$ cat config.mk
export PLATFORM = sky130hd
export DESIGN_NAME = alu_share_arbiter
export DESIGN_NICKNAME = d
export VERILOG_FILES = /design/src/rtl/alu_share_arbiter.sv
export SDC_FILE = /design/constraint.sdc
export NUM_CORES = 1
export LEC_CHECK = 0
export ABC_CLOCK_PERIOD_IN_PS = 7700
export CAP_MARGIN = 20
export CORE_AREA = 2 2 165 167
export CTS_BUF_LIST = sky130_fd_sc_hd__clkbuf_8
export DETAILED_ROUTE_END_ITERATION = 8
export DIE_AREA = 0 0 167 169
export GPL_TIMING_DRIVEN = 0
export PLACE_DENSITY = 0.65
export SLEW_MARGIN = 20
export SYNTH_ARGS = -nofsm -noshare
export SYNTH_HDL_FRONTEND = slang
export SYNTH_SLANG_ARGS = --single-unit
$ cat constraint.sdc
create_clock -name CLK -period 7.7 [get_ports CLK]
set_clock_uncertainty 0.1 [all_clocks]
set_input_delay 1.925 -clock CLK [delete_from_list [all_inputs] [get_ports CLK]]
set_output_delay 1.925 -clock CLK [all_outputs]
set_load 0.05 [all_outputs]
$ cat src/rtl/alu_share_arbiter.sv
// Round-robin arbiter that time-shares one ALU32Bit among N_REQ requesters.
// One operation in flight; result is captured ALU_LAT+1 cycles after accept.
module alu_share_arbiter #(
  parameter int N_REQ   = 4,
  parameter int ALU_LAT = 1
) (
  input  logic                  CLK,
  input  logic                  Reset,
  input  logic [N_REQ-1:0]      req_valid,
  output logic [N_REQ-1:0]      req_ready,
  input  logic [4*N_REQ-1:0]    req_op,
  input  logic [32*N_REQ-1:0]   req_a,
  input  logic [32*N_REQ-1:0]   req_b,
  output logic [N_REQ-1:0]      rsp_valid,
  input  logic [N_REQ-1:0]      rsp_ready,
  output logic [31:0]           rsp_result,
  output logic                  rsp_zero,
  output logic                  busy,
  output logic [3:0]            ALUControl,
  output logic [31:0]           A,
  output logic [31:0]           B,
  input  logic [31:0]           ALUResult,
  input  logic                  Zero
);

  localparam int IDX_W = (N_REQ > 1) ? $clog2(N_REQ) : 1;
  localparam int CNT_W = 3;

  // state | meaning: IDLE = arbitrating, WAIT = ALU latency, RESP = result held for requester
  localparam logic [1:0] S_IDLE = 2'd0;
  localparam logic [1:0] S_WAIT = 2'd1;
  localparam logic [1:0] S_RESP = 2'd2;

  logic [1:0]       r_state;
  logic [IDX_W-1:0] r_rr_ptr;
  logic [IDX_W-1:0] r_gnt;
  logic [CNT_W-1:0] r_cnt;
  logic [3:0]       r_alu_ctl;
  logic [31:0]      r_a;
  logic [31:0]      r_b;
  logic [31:0]      r_rsp_result;
  logic             r_rsp_zero;
  logic [N_REQ-1:0] r_rsp_valid;

  logic             w_found;
  logic [IDX_W-1:0] w_gnt;
  logic [IDX_W-1:0] w_next_ptr;
  int               w_dist;
  int               w_best;
  logic [N_REQ-1:0] w_sel_oh;
  logic [N_REQ-1:0] w_gnt_oh;
  logic             w_rsp_ack;
  logic [3:0]       w_op;
  logic [31:0]      w_a;
  logic [31:0]      w_b;

  // Pick the valid requester with the smallest distance from the round-robin pointer.
  always_comb begin
    w_found = 1'b0;
    w_gnt   = '0;
    w_dist  = 0;
    w_best  = N_REQ;
    for (int i = 0; i < N_REQ; i++) begin
      w_dist = i - int'(r_rr_ptr);
      if (w_dist < 0) w_dist = w_dist + N_REQ;
      if (req_valid[i] && (w_dist < w_best)) begin
        w_best  = w_dist;
        w_gnt   = IDX_W'(i);
        w_found = 1'b1;
      end
    end
  end

  always_comb begin
    w_sel_oh  = '0;
    w_gnt_oh  = '0;
    w_rsp_ack = 1'b0;
    w_op      = '0;
    w_a       = '0;
    w_b       = '0;
    for (int i = 0; i < N_REQ; i++) begin
      if (w_gnt == IDX_W'(i)) begin
        w_sel_oh[i] = 1'b1;
        w_op        = req_op[4*i +: 4];
        w_a         = req_a[32*i +: 32];
        w_b         = req_b[32*i +: 32];
      end
      if (r_gnt == IDX_W'(i)) begin
        w_gnt_oh[i] = 1'b1;
        w_rsp_ack   = rsp_ready[i];
      end
    end
  end

  always_comb begin
    w_next_ptr = w_gnt + 1'b1;
    if (int'(w_gnt) == N_REQ - 1) w_next_ptr = '0;
  end

  assign req_ready = (r_state == S_IDLE && w_found) ? w_sel_oh : '0;

  always_ff @(posedge CLK or posedge Reset) begin
    if (Reset) begin
      r_state      <= S_IDLE;
      r_rr_ptr     <= '0;
      r_gnt        <= '0;
      r_cnt        <= '0;
      r_alu_ctl    <= '0;
      r_a          <= '0;
      r_b          <= '0;
      r_rsp_result <= '0;
      r_rsp_zero   <= 1'b0;
      r_rsp_valid  <= '0;
    end else begin
      case (r_state)
        S_IDLE: begin
          if (w_found) begin
            r_alu_ctl <= w_op;
            r_a       <= w_a;
            r_b       <= w_b;
            r_gnt     <= w_gnt;
            r_rr_ptr  <= w_next_ptr;
            r_cnt     <= CNT_W'(ALU_LAT);
            r_state   <= S_WAIT;
          end
        end
        S_WAIT: begin
          if (r_cnt == '0) begin
            r_rsp_result <= ALUResult;
            r_rsp_zero   <= Zero;
            r_rsp_valid  <= w_gnt_oh;
            r_state      <= S_RESP;
          end else begin
            r_cnt <= r_cnt - 1'b1;
          end
        end
        S_RESP: begin
          if (w_rsp_ack) begin
            r_rsp_valid <= '0;
            r_state     <= S_IDLE;
          end
        end
        default: r_state <= S_IDLE;
      endcase
    end
  end

  assign busy       = (r_state != S_IDLE);
  assign rsp_valid  = r_rsp_valid;
  assign rsp_result = r_rsp_result;
  assign rsp_zero   = r_rsp_zero;
  assign ALUControl = r_alu_ctl;
  assign A          = r_a;
  assign B          = r_b;

endmodule

==> flow_metrics.py <==
metrics = {
    "clock_tree": {
        "clkLatencyLatePin_ns": 0.43,
        "clock_tree_sinks": 114,
        "cts.reportedPaths.clkPinSlew_ns": 0.07,
        "max-clock-path-buffers": 2,
        "cts-buffers-inserted": 17,
        "tritoncts_clock_tree": "done",
        "cts.hold.buffers_added": 0,
        "cts_max_level": 4,
        "cts-root-buf": "sky130_fd_sc_hd__clkbuf_8",
    },
    "final_layout": {
        "final_net_count": 1476,
        "filler_cell_count": 2605,
        "n_antenna_cell": 0,
        "layout-drive-gt1-share": 0.09691,
        "layout-area-overhead-vs-synth_pct": 79.44,
        "multi_input_gate_area_sq_um": 3115,
        "final_design_area_no_fill_sq_um": 11810,
        "final_standard_cell_utilization_of_the_core": 0.4458,
        "stdcell_count": 1507,
        "layout.area.seq_sq_um": 2853,
    },
    "timing": {
        "final.hold.worst_slack_ns": 0.3936,
        "rsz_0062_raised_after_global_routing": "no",
        "worst_slew_pin_slew_ns": 0.9394,
        "sum_of_negative_setup_slack_ns": 0,
        "final_worst_path_cycle_share": 0.9458,
        "time_the_final_worst_path_needs_with_i_o_delays_and_setup_ns": 7.283,
        "final_hold_viol_count": 0,
        "max-slew-margin-rel": 0.3737,
        "max_freq_ghz": 0.1373,
        "final-max-slew-violation-count": 0,
        "postLayoutSetupSlackWorst_ns": 0.4172,
        "timing.final.setup_violations": 0,
    },
    "global_routing": {
        "globalRouteTotalUtil": 0.2068,
        "largest_net_degree_at_the_start_of_global_routing": 67,
        "grt_antenna_before_repair": 1,
        "global_route_wire_length_before_repair_um": 44530,
        "first_global_vias": 7516,
        "globalRoute.totalOverflow": 0,
    },
    "synth": {
        "yosys.cell_count.top_type": "sky130_fd_sc_hd__a21oi_1",
        "synth_largest_area_cell": "sky130_fd_sc_hd__dfrtp_1",
        "ys_top_cells_by_count": "sky130_fd_sc_hd__a21oi_1 (139), sky130_fd_sc_hd__dfrtp_1 (114), sky130_fd_sc_hd__inv_1 (78)",
        "share_of_async_settable_or_async_resettable_flops_after_synthesis": 1.000,
        "synth_edf_count": 0,
        "avgSynthCellArea_sq_um": 9.273,
        "ys_seq_area_frac": 0.4333,
        "synth_largest_type_area_fraction": 0.4333,
        "synth_fp_nets": 1033,
        "synth_flop_cell": "sky130_fd_sc_hd__dfrtp_1",
        "number_of_unique_standard_cell_types_used_by_synthesis": 42,
        "yosys_register_bits": 114,
        "netlist_top_cells_area": "sky130_fd_sc_hd__dfrtp_1 (43%), sky130_fd_sc_hd__a21oi_1 (11%), sky130_fd_sc_hd__a221o_1 (10%)",
        "post_synth_instance_area_sq_um": 6584,
        "ys_warn_count": 0,
        "gate_count_of_the_mapped_netlist": 710,
    },
    "hold_path": {
        "worst_hold_path_type": "reg -> reg",
        "whs_endpoint": "rsp_valid[1]",
        "hold_start": "rsp_valid[1]",
        "hold-path-cell-count": 1,
    },
    "placement": {
        "finalWeightedCongestion": 0.8565,
        "place_inst": 1475,
        "pre_cts_ws_ns": -1.868,
        "port_buffers": 423,
        "placed_cell_area_sq_um": 11280,
        "post-dp-hpwl_um": 23220,
    },
    "floorplan": {
        "initial_core_util": 0.2484,
        "die_w_um": 167,
        "i_o_pin_total": 425,
        "cell_rows": 60,
        "die-area_sq_um": 28220,
        "fp.coreArea_sq_um": 26500,
        "die_height_um": 169,
    },
    "critical_path": {
        "setup.worst_path.end_class": "primary output",
        "reg2reg_setup_slack_ns": 2.61,
        "crit_start_category": "primary input",
        "worstPathArrival_ns": 5.26,
        "r2r.worst_path.cells": 21,
        "path_max_fanout": 10,
        "worst_ep_required_time_ns": 5.68,
        "critical_path.reg2reg.endpoint": "B[17]",
        "regToRegStartpoint": "r_rr_ptr[0]",
        "worstSetupPathType": "in -> out",
    },
    "power_and_ir_drop": {
        "largest_vdd_supply_drop_mv": 0.3093,
        "total_power_mw": 6.620,
        "p_leak_nw": 4.884,
        "cellPowerDensity_nw_per_um2": 560.4,
    },
    "route": {
        "route.detailed.wl_per_inst_um": 20.05,
        "route.final.wire_length_um": 30220,
        "detail_route.vias_per_cell": 4.953,
        "drt-pass1-iter-count": 5,
        "route.vias.total": 7464,
        "drc": 0,
        "detailedRoute.firstIterationViolations": 404,
        "route.antenna.remaining_nets": 0,
    },
    "status": {
        "outcome": "finished clean",
    },
    "run": {
        "number_of_maximum_capacitance_violations": 0,
    },
}
area by class of cell:
type / count / area share
Buffer: 65 / 0.03400
Clock buffer: 17 / 0.01981
Clock inverter: 15 / 0.01758
Inverter: 78 / 0.02521
Multi-Input combinational cell: 451 / 0.2637
Sequential cell: 114 / 0.2415
Tap cell: 341 / 0.03612
Timing Repair Buffer: 426 / 0.3621
cells by family after synthesis:
logic type,share of synthesized area
compound gates,0.3153
buf+inv,0.1005
flops,0.4333
simple gates,0.07165
mux,0.06138
fa+ha+maj,0.01520
xor+xnor,0.002661
power breakdown:
group	leakage, nW	switching (mW)	total (mW)	internal [mW]
Combinational	3.35	3.04	4.89	1.85
Clock	0.221	0.287	0.643	0.357
Sequential	1.32	0.172	1.09	0.914
Total	4.88	3.50	6.62	3.12
worst max-delay path by stage:
stage,from,to,slack (ns),cells past startpoint
2_1_floorplan,req_valid[0],req_ready[3],0.35,18
3_3_place_gp,req_valid[1],req_ready[3],-1.82,18
3_5_place_dp,req_valid[1],req_ready[3],-1.87,18
4_1_cts,req_valid[1],req_ready[2],0.06,16
5_1_grt,req_valid[1],req_ready[3],0.17,18
6_report,req_valid[1],req_ready[3],0.42,18
layer usage:
metal,vias to the layer above,global-route usage,share of wire
met1,3568,0.2528,0.41
met5,-,0,0.00053
met2,375,0.3527,0.49
li1,3481,-,-
met3,38,0.05635,0.082
met4,2,0.06897,0.025
cells in the final DEF (no fill, tap or decap), types with 6 or more instances in the layout:
| cell type | synthesis | layout |
|---|---|---|
| sky130_fd_sc_hd__a221o_1 | 67 | 67 |
| sky130_fd_sc_hd__clkinv_4 | 0 | 6 |
| sky130_fd_sc_hd__buf_6 | 15 | 15 |
| sky130_fd_sc_hd__ha_1 | 8 | 7 |
| sky130_fd_sc_hd__clkbuf_8 | 0 | 21 |
| sky130_fd_sc_hd__a22oi_1 | 69 | 69 |
| sky130_fd_sc_hd__nand2_1 | 10 | 10 |
| sky130_fd_sc_hd__clkdlybuf4s50_1 | 0 | 418 |
| sky130_fd_sc_hd__inv_1 | 78 | 77 |
| sky130_fd_sc_hd__nor2_1 | 68 | 68 |
| sky130_fd_sc_hd__mux2_2 | 33 | 33 |
| sky130_fd_sc_hd__dfrtp_1 | 114 | 114 |
| sky130_fd_sc_hd__nor2_2 | 9 | 9 |
| sky130_fd_sc_hd__a21oi_1 | 139 | 139 |
| sky130_fd_sc_hd__clkbuf_1 | 45 | 39 |
worst max-delay path, stage by stage:
cell	delay [ns]
sky130_fd_sc_hd__dlymetal6s2s_1	0.22
sky130_fd_sc_hd__inv_1	0.13
sky130_fd_sc_hd__mux2i_1	0.14
sky130_fd_sc_hd__a21oi_1	0.10
sky130_fd_sc_hd__ha_1	0.30
sky130_fd_sc_hd__o22ai_1	0.09
sky130_fd_sc_hd__o21ai_2	0.22
sky130_fd_sc_hd__nor2_1	0.08
sky130_fd_sc_hd__a21o_1	0.16
sky130_fd_sc_hd__ha_1	0.25
sky130_fd_sc_hd__a311oi_4	0.33
sky130_fd_sc_hd__a211o_1	0.23
sky130_fd_sc_hd__ha_1	0.20
sky130_fd_sc_hd__clkbuf_8	0.21
sky130_fd_sc_hd__clkbuf_8	0.23
sky130_fd_sc_hd__inv_1	0.07
sky130_fd_sc_hd__nor2_1	0.14
sky130_fd_sc_hd__buf_4	0.23
state kept, by name, summed over array words and instances, names as in the netlist:
register,count
rsp_result,32
r_rr_ptr,2
r_state,2
A,32
r_cnt,3
rsp_valid,4
ALUControl,4
r_gnt,2
rsp_zero,1
B,32
repair_timing:
| action | 4_1_cts | 5_1_grt |
|---|---|---|
| endpoints found under the hold margin | 0 | 0 |
| buffers inserted | 0 | 2 |
| setup endpoints to repair | 4 | 4 |
| resized for setup | 30 | 6 |
| pin swaps | 0 | 1 |
Power figures use the tool's default switching activity.
